**src/rtl/arb_pkg.sv**
```systemverilog
// Shared types and default widths for the fetch/data memory arbiter.
package arb_pkg;

    localparam int ARB_ADDR_W = 8;
    localparam int ARB_DATA_W = 32;
    localparam int ARB_CNT_W  = 16;

    typedef enum logic {
        OWN_IF = 1'b0,
        OWN_D  = 1'b1
    } owner_t;

    // A data response must know whether it returns load data or a store ack.
    typedef enum logic [1:0] {
        D_IDLE  = 2'd0,
        D_LOAD  = 2'd1,
        D_STORE = 2'd2
    } d_pend_t;

endpackage

```
**src/rtl/sat_counter.sv**
```systemverilog
// Saturating up-counter with synchronous increment and asynchronous active-low clear.
module sat_counter #(
    parameter int W = 16
) (
    input  logic         clk,
    input  logic         rst_n,
    input  logic         i_inc,
    output logic [W-1:0] o_count
);

    logic [W-1:0] r_count;

    always_ff @(posedge clk or negedge rst_n) begin
        if (!rst_n) begin
            r_count <= '0;
        end else if (i_inc && (r_count != {W{1'b1}})) begin
            r_count <= r_count + W'(1);
        end
    end

    assign o_count = r_count;

endmodule

```
**src/rtl/mem_arbiter.sv**
```systemverilog
// Round-robin arbiter sharing one single-port memory between a fetch port and a data port.
// Handshake: a port holds req/addr (and we/wdata) until gnt is high in the same cycle; valid follows gnt by exactly one cycle.
module mem_arbiter
    import arb_pkg::*;
#(
    parameter int ADDR_W = ARB_ADDR_W,
    parameter int DATA_W = ARB_DATA_W
) (
    input  logic              clk,
    input  logic              rst_n,
    input  logic              if_req,
    input  logic [ADDR_W-1:0] if_addr,
    output logic              if_gnt,
    output logic              if_valid,
    output logic [DATA_W-1:0] if_rdata,
    input  logic              d_req,
    input  logic              d_we,
    input  logic [ADDR_W-1:0] d_addr,
    input  logic [DATA_W-1:0] d_wdata,
    output logic              d_gnt,
    output logic              d_valid,
    output logic [DATA_W-1:0] d_rdata,
    output logic              mem_en,
    output logic              mem_we,
    output logic [ADDR_W-3:0] mem_addr,
    output logic [DATA_W-1:0] mem_wdata,
    input  logic [DATA_W-1:0] mem_rdata,
    output logic [15:0]       conflict_cnt,
    output owner_t            o_dbg_last_owner
);

    owner_t  r_last_owner;
    owner_t  w_owner_next;
    d_pend_t r_d_pend;
    d_pend_t w_d_pend_next;
    logic    r_if_pend;
    logic    w_if_gnt;
    logic    w_d_gnt;
    logic    w_conflict;
    logic    w_unused_addr_bits;

    always_ff @(posedge clk or negedge rst_n) begin
        if (!rst_n) begin
            r_last_owner <= OWN_D;
            r_if_pend    <= 1'b0;
            r_d_pend     <= D_IDLE;
        end else begin
            r_last_owner <= w_owner_next;
            r_if_pend    <= w_if_gnt;
            r_d_pend     <= w_d_pend_next;
        end
    end

    // Grants are suppressed while reset is held so nothing reaches memory.
    always_comb begin
        w_if_gnt      = 1'b0;
        w_d_gnt       = 1'b0;
        w_owner_next  = r_last_owner;
        w_d_pend_next = D_IDLE;
        if (rst_n) begin
            if (if_req && (!d_req || (r_last_owner == OWN_D))) begin
                w_if_gnt = 1'b1;
            end else if (d_req) begin
                w_d_gnt = 1'b1;
            end
        end
        if (w_if_gnt) begin
            w_owner_next = OWN_IF;
        end else if (w_d_gnt) begin
            w_owner_next  = OWN_D;
            w_d_pend_next = d_we ? D_STORE : D_LOAD;
        end
    end

    assign if_gnt    = w_if_gnt;
    assign d_gnt     = w_d_gnt;
    assign mem_en    = w_if_gnt | w_d_gnt;
    assign mem_we    = w_d_gnt & d_we;
    assign mem_addr  = w_d_gnt  ? d_addr[ADDR_W-1:2] :
                       w_if_gnt ? if_addr[ADDR_W-1:2] : '0;
    assign mem_wdata = mem_en ? d_wdata : '0;

    assign w_unused_addr_bits = ^{if_addr[1:0], d_addr[1:0]};

    assign if_valid = r_if_pend;
    assign if_rdata = r_if_pend ? mem_rdata : '0;
    assign d_valid  = (r_d_pend != D_IDLE);
    assign d_rdata  = (r_d_pend == D_LOAD) ? mem_rdata : '0;

    assign o_dbg_last_owner = r_last_owner;

    assign w_conflict = if_req & d_req;

    sat_counter #(
        .W (ARB_CNT_W)
    ) u_conflict_cnt (
        .clk     (clk),
        .rst_n   (rst_n),
        .i_inc   (w_conflict),
        .o_count (conflict_cnt)
    );

endmodule

```
**config.mk**
```make
export PLATFORM = sky130hd
export DESIGN_NAME = mem_arbiter
export DESIGN_NICKNAME = d
export VERILOG_FILES = /design/src/rtl/arb_pkg.sv /design/src/rtl/sat_counter.sv /design/src/rtl/mem_arbiter.sv
export SDC_FILE = /design/constraint.sdc
export NUM_CORES = 1
export LEC_CHECK = 0
export BUFFER_PORTS_ARGS = -buffer_cell sky130_fd_sc_hd__buf_2
export CORE_ASPECT_RATIO = 2
export CORE_MARGIN = 5
export CORE_UTILIZATION = 33
export DETAILED_ROUTE_END_ITERATION = 16
export PLACE_DENSITY = 0.8
export SLEW_MARGIN = 15
export SYNTH_ARGS = -nofsm -noshare
export SYNTH_HDL_FRONTEND = slang
export SYNTH_SLANG_ARGS = --single-unit
```
**constraint.sdc**
```tcl
create_clock -name clk -period 5.05 [get_ports clk]
set_input_delay 1.515 -clock clk [delete_from_list [all_inputs] [get_ports clk]]
set_output_delay 1.515 -clock clk [all_outputs]
set_load 0.02 [all_outputs]
```
==> results of run 1 <==
-- layer usage --
metal | track usage, % | share of wire (%)
met1 | 18.2 | 32
met2 | 34.0 | 53
met3 | 3.22 | 13
met4 | 6.37 | 2.4
met5 | 0 | 0
-- state kept, by name, indices dropped and copies added, names as in the netlist --
name,flops
u_conflict_cnt.o_count,16
r_d_pend,2
if_valid,1
o_dbg_last_owner,1
-- power breakdown --
group | internal, mW | leakage (nW) | switching, mW
clock network | 0.0693 | 0.0288 | 0.0494
registers | 0.187 | 0.259 | 0.0408
logic | 0.121 | 1.48 | 0.179
total | 0.378 | 1.77 | 0.269
-- worst reg2reg max path: stages, from the launching register on --
cell and delay, ns:
dfrtp_1 0.43, and4_1 0.42, nand4_4 0.19, nand3_2 0.14, mux2_4 0.30
-- path summary, 6_finish.rpt --
kind | from | end | slack (ns) | depth (start not counted)
worst max register to register | u_conflict_cnt.o_count[12] | u_conflict_cnt.o_count[1] | 3.46 | 4
max in group asynchronous | rst_n | o_dbg_last_owner | 3.55 | 2
worst max-delay path | if_req | mem_wdata[11] | 0.89 | 6
worst min register to register | u_conflict_cnt.o_count[15] | u_conflict_cnt.o_count[15] | 0.51 | 1
min in group asynchronous | rst_n | u_conflict_cnt.o_count[11] | 1.24 | 2
worst min-delay path | u_conflict_cnt.o_count[15] | u_conflict_cnt.o_count[15] | 0.51 | 1
-- synthesized netlist by cell type (all sizes together) (3+ instances only) --
library cell	count
nor2b	34
nand2	9
xnor2	7
and3	3
a22o	6
buf	6
inv	4
clkbuf	6
and2	67
and4	3
nand4	8
a21oi	4
nand3	8
xor2	3
nor2	4
dfrtp	19
-- layout make-up --
| class | count | area [um^2] | share of cell area (%) |
|---|---|---|---|
| Sequential cell | 20 | 502 | 17.6 |
| Timing Repair Buffer | 209 | 1060 | 37.0 |
| Tap cell | 58 | 72.6 | 2.54 |
| Multi-Input combinational cell | 170 | 1150 | 40.4 |
| Inverter | 4 | 15.0 | 0.526 |
| Clock buffer | 4 | 55.1 | 1.93 |
-- cell families (layout without fill, tap and decap cells) --
| kind of cell | after synthesis | count (layout) | share of synthesized area, % |
|---|---|---|---|
| compound gates | 15 | 15 | 6.77 |
| xor+xnor | 10 | 10 | 5.04 |
| fa+ha+maj | 1 | 1 | 0.720 |
| buf+inv | 16 | 217 | 4.97 |
| flops | 20 | 20 | 28.9 |
| mux | 4 | 4 | 2.66 |
| simple gates | 140 | 140 | 51.0 |
-- per-stage QoR --
step / power [mW] / setup WS, ns
after floorplan: 0.411 / 0.920
after global placement: 0.526 / 0.617
after detailed placement: 0.535 / 0.534
after CTS: 0.655 / 0.534
after global routing: 0.693 / 0.732
final: 0.647 / 0.890
==> impl_metrics.ini, run 1 <==
[global_routing]
grt_antenna_before_repair = 0
grt_overflow = 0
grt_pass1_wl_mm = 9.74
grt_usage_pct = 18.0
grt_pass1_vias = 2171
grt_max_degree = 34

[pwr]
cellLeakagePower_nw = 1.77
p_per_area_nw_per_um2 = 227
peakVddDrop_mv = 0.187

[timing]
final_hold_viol_count = 0
slew_headroom_pct = 52.1
max_freq_ghz = 0.240
period_share_pct = 82.4
slew_violations = 0
worst_pin_slew_ns = 0.718
finalSetupViolCount = 0
clock_skew_ns = 0.00574
whs_ns = 0.515
tns_ns = 0
rsz0062_at_grt = no
layout_min_cycle_time_ns = 4.16

[logic_synthesis]
synth-async-reset-ratio_pct = 100
yosys.area.top_type = dfrtp_1
ys_warn_count = 0
ys_seq_area_share_pct = 28.9
synth-seq-cells = 20
syn_area_per_cell_um2 = 8.44
synth_area_leaders = dfrtp_1 (27%), and2_1 (24%), nor2b_1 (12%)
synth.distinct_cells = 37
ys.flop_type = dfrtp_1
syn-cell-area_um2 = 1740
synth_nets = 292
synth_top_area_share_pct = 27.4
synth-edff-count = 0
netlist_instances = 206

[setup_path]
critPathTopFamily = simple AND/OR/NAND/NOR gates
critPathCaptureType = primary output
path_cells = buf_2, nand2_1, a21oi_2, nor2_4, nor2b_1, buf_2
critical_path.most_common_cell = buf_2
slowest_stage = nor2_4
crit_type = in -> out
worstPathMaxFanout = 33
cp.required_ns = 3.54
critPathMaxStageDelay_ns = 0.53
worstPathArrival_ns = 2.64
start_kind = primary input
crit_buf_inv = 2

[cts]
cts.path.max_buffers = 2
clock_latency_ns = 0.25
holdBufCountCts = 0
h-tree-depth = 1
post_cts_buffers = 0
cts.clk_slew.worst_paths_ns = 0.07
cts_resized = 0
cts_made_buffers = 3
cts_sinks = 20
cts_tree = built
cts-root-buf = clkbuf_8

[die]
start_util_pct = 33.8
die_area_um2 = 6910
pin_count = 210
core_um2 = 5140
rows = 37
die-width_um = 61.3
die_y_um = 113

[layout]
final_cells = 465
final_common_cell = buf_2
area_growth_pct = 64.3
fin_util_pct = 55.6
fin_area_um2 = 2860
nFillCells = 519
finalNetCount = 494
drive_gt1_share_pct = 55.3
final_cell_mix = buf_2 (205), and2_1 (67), nor2b_1 (34), dfrtp_1 (19), nand2_1 (9)
n_antenna_cell = 0

[outcome]
outcome = finished clean

[route]
ant_nets = 0
postRouteWirelength_mm = 6.63
drt_iter0_markers = 74
vias = 2218
post-route-drc-count = 0
post_drt_wl_per_cell_um = 14.3
first_pass_iters = 4
viasPerCell = 4.77

[place]
dpl.hpwl_mm = 5.78
portBuffers = 205
placed_area_um2 = 2800
dpl.cell_count = 461
gp_congestion = 0.832

[job]
maxCapViolations = 0

[worst_hold_path]
hold_class = reg -> reg
Power figures use the tool's default switching activity.
==> run 2, diff against run 1 <==
--- a/config.mk
+++ b/config.mk
@@ -5,12 +5,13 @@
 export SDC_FILE = /design/constraint.sdc
 export NUM_CORES = 1
 export LEC_CHECK = 0
+export ABC_AREA = 1
 export BUFFER_PORTS_ARGS = -buffer_cell sky130_fd_sc_hd__buf_2
 export CORE_ASPECT_RATIO = 2
 export CORE_MARGIN = 5
 export CORE_UTILIZATION = 33
 export DETAILED_ROUTE_END_ITERATION = 16
-export PLACE_DENSITY = 0.8
+export PLACE_DENSITY = 0.75
 export SLEW_MARGIN = 15
 export SYNTH_ARGS = -nofsm -noshare
 export SYNTH_HDL_FRONTEND = slang
==> constraint.sdc (replaced) <==
create_clock -name clk -period 3.88 [get_ports clk]
set_input_delay 1.164 -clock clk [delete_from_list [all_inputs] [get_ports clk]]
set_output_delay 1.164 -clock clk [all_outputs]
set_load 0.02 [all_outputs]
==> run 2 against run 1 <==
Compared with the run above: first-iteration DRC count fell by 18%; flip-flop and latch count unchanged; sequential power increased by 24%; total power up 35%; via count rose by 32%; critical path depth up 2; die area increased by 16%; cell area rose by 13%; critical endpoint is now mem_wdata[27]; largest power group unchanged.
==> impl_metrics.ini, run 2 <==
[outcome]
outcome = finished clean

[pwr]
p_per_area_nw_per_um2 = 271
netSwitchingFraction_pct = 41.4
power.internal_uw = 513
switching_power_uw = 363
cellLeakagePower_nw = 2.51
seqPwrFrac_pct = 32.2
combPwrFrac_pct = 43.4
p_clk_share_pct = 24.4
peakVddDrop_mv = 0.331

[route]
postRouteWirelength_mm = 8.82
viasPerCell = 4.34
post_drt_wl_per_cell_um = 13.0
drt_iter0_markers = 61
post-route-drc-count = 0
ant_nets = 0
vias = 2938
first_pass_iters = 5

[cts]
cts.clk_slew.worst_paths_ns = 0.05
clock_latency_ns = 0.25
holdBufCountCts = 0
cts-root-buf = clkbuf_16
cts_sinks = 20
cts_made_buffers = 3
cts_resized = 0
post_cts_buffers = 0
cts_tree = built
cts.path.max_buffers = 2
h-tree-depth = 1

[logic_synthesis]
synth.most_common_cell = inv_1
ys_warn_count = 0
syn-cell-area_um2 = 2060
netlist_instances = 391
synth_area_leaders = inv_1 (23%), dfrtp_1 (23%), nand2_1 (19%)
syn_area_per_cell_um2 = 5.26
synth.distinct_cells = 22
synth-async-reset-ratio_pct = 100
synth_top_area_share_pct = 23.3
yosys.area.top_type = inv_1
ys_seq_area_share_pct = 24.4
ys.flop_type = dfrtp_1
synth-edff-count = 0
synth-seq-cells = 20
synth_nets = 477
yosys-top-cells-count = inv_1 (128), nand2_1 (103), nor2_1 (82), dfrtp_1 (19), nand3_1 (12)

[timing]
final_hold_viol_count = 0
finalSetupViolCount = 0
layout_min_cycle_time_ns = 3.73
setup_ws_ns = 0.153
worst_pin_slew_ns = 1.01
clock_skew_ns = 0.00236
rsz0062_at_grt = yes
slew_headroom_pct = 32.6
period_share_pct = 96.1
slew_violations = 0
max_freq_ghz = 0.268

[global_routing]
grt_antenna_before_repair = 1
grt_overflow = 0
grt_pass1_vias = 2761
grt_usage_pct = 20.1
grt_max_degree = 34
grt_pass1_wl_mm = 13.0

[layout]
final_common_cell = buf_2
finalNetCount = 679
final_cell_mix = buf_2 (205), inv_1 (128), nand2_1 (103), nor2_1 (82), dfrtp_1 (19)
area_growth_pct = 57.3
drive_gt1_share_pct = 37.8
fin_area_um2 = 3240
largest_reg_flops = 16

[die]
pin_count = 210
start_util_pct = 34.0
core_um2 = 6060
die_area_um2 = 8010
rows = 40
die-width_um = 65.8
die_y_um = 122

[setup_path]
slowest_stage = inv_1
rr_endpoint = u_conflict_cnt.o_count[7]
crit_buf_inv = 4
cp.required_ns = 2.72
start_kind = primary input
cp_num_cells = 8
critical_path.most_common_cell = nand2_1
crit_type = in -> out
worstPathMaxFanout = 32
startpoint = rst_n
cp-endpoint = mem_wdata[27]
critPathCaptureType = primary output
reg2reg_depth = 8
r2r_start = u_conflict_cnt.o_count[0]
critPathTopFamily = buffers and inverters
critPathMaxStageDelay_ns = 0.63
path_cells = buf_2, nand2_1, inv_1, nand2_1, nand2_1, inv_1, nor2_1, buf_2
reg2reg_slack_ns = 2.01
worstPathArrival_ns = 2.56

[place]
place_ws_ns = 0.172
gp_congestion = 0.899
portBuffers = 205
dpl.hpwl_mm = 7.62
placed_area_um2 = 3160

[worst_hold_path]
hold_class = reg -> reg

[job]
maxCapViolations = 0
## run 2: cell count changes in the layout (fill, tap and decap cells not counted), moves of 5 or more
cell	delta
inv_1	+124
nand2_1	+94
nor2_1	+79
and2_1	-67
nor2b_1	-34
nand3_1	+5
o21ai_2	+5
xnor2_1	-5
## run 2: layer usage
metal	GRT usage, %	part of all wire [%]	vias up
met5	0	0.15	-
met4	4.29	1.7	2
met3	7.84	14	14
met2	36.6	50	155
met1	21.4	34	1275
li1	-	-	1492
## run 2: worst min-delay path by stage
| stage | startpoint | end | slack [ns] | cells past startpoint |
|---|---|---|---|---|
| 2_1_floorplan | o_dbg_last_owner | o_dbg_last_owner | 0.58 | 2 |
| 3_3_place_gp | u_conflict_cnt.o_count[15] | u_conflict_cnt.o_count[15] | 0.50 | 2 |
| 3_5_place_dp | u_conflict_cnt.o_count[15] | u_conflict_cnt.o_count[15] | 0.53 | 2 |
| 4_1_cts | u_conflict_cnt.o_count[8] | u_conflict_cnt.o_count[8] | 0.55 | 1 |
| 5_1_grt | u_conflict_cnt.o_count[15] | u_conflict_cnt.o_count[15] | 0.58 | 2 |
| 6_report | u_conflict_cnt.o_count[15] | u_conflict_cnt.o_count[15] | 0.54 | 2 |
## run 2: logic make-up after synthesis
logic type	synth area share, %
adder cells (fa/ha/maj)	0.608
flip-flops	24.4
XOR/XNOR	2.13
AO/OA/AOI/OAI	5.41
AND/OR/NAND/NOR	41.8
buffers and inverters	25.7
## run 2: through the flow
stage | total power, mW | hold slack (ns) | TNS, ns | instances | utilization (%)
after global routing | 0.939 | 0.579 | -0.00510 | 676 | 53.4
after detailed placement | 0.667 | 0.532 | 0 | 672 | 52.1
after floorplan | 0.508 | 0.581 | 0 | 391 | -
after CTS | 0.882 | 0.546 | 0 | 676 | 53.4
after global placement | 0.654 | 0.497 | 0 | 672 | 52.1
final | 0.876 | 0.536 | 0 | 677 | 53.5
## run 2: worst register-to-register path, cell delays in order (launching register included)
cell and delay, ns:
dfrtp_1 0.47, ha_1 0.33, inv_1 0.08, nor2_1 0.04
nand2_1 0.09, nor2_2 0.05, nor2_2 0.48, nand2_1 0.16
o21ai_2 0.09
## run 2: final cells by class
| class | instances | area (um^2) |
|---|---|---|
| antenna | 1 | 2.50 |
| multi-input combinational | 233 | 1030 |
| clock buffer | 4 | 78.8 |
| timing repair buffer | 207 | 1040 |
| tap | 84 | 105 |
| inverter | 128 | 480 |
| fill | 645 | 2820 |
| sequential | 20 | 502 |
## run 2: power groups by stage
stage                     combinational, mW  sequential, mW  clock (mW)
after CTS                             0.383           0.282       0.217
final                                 0.380           0.282       0.214
after detailed placement              0.382           0.285           0
after floorplan                       0.203           0.305           0
after global routing                  0.421           0.290       0.229
after global placement                0.372           0.282           0
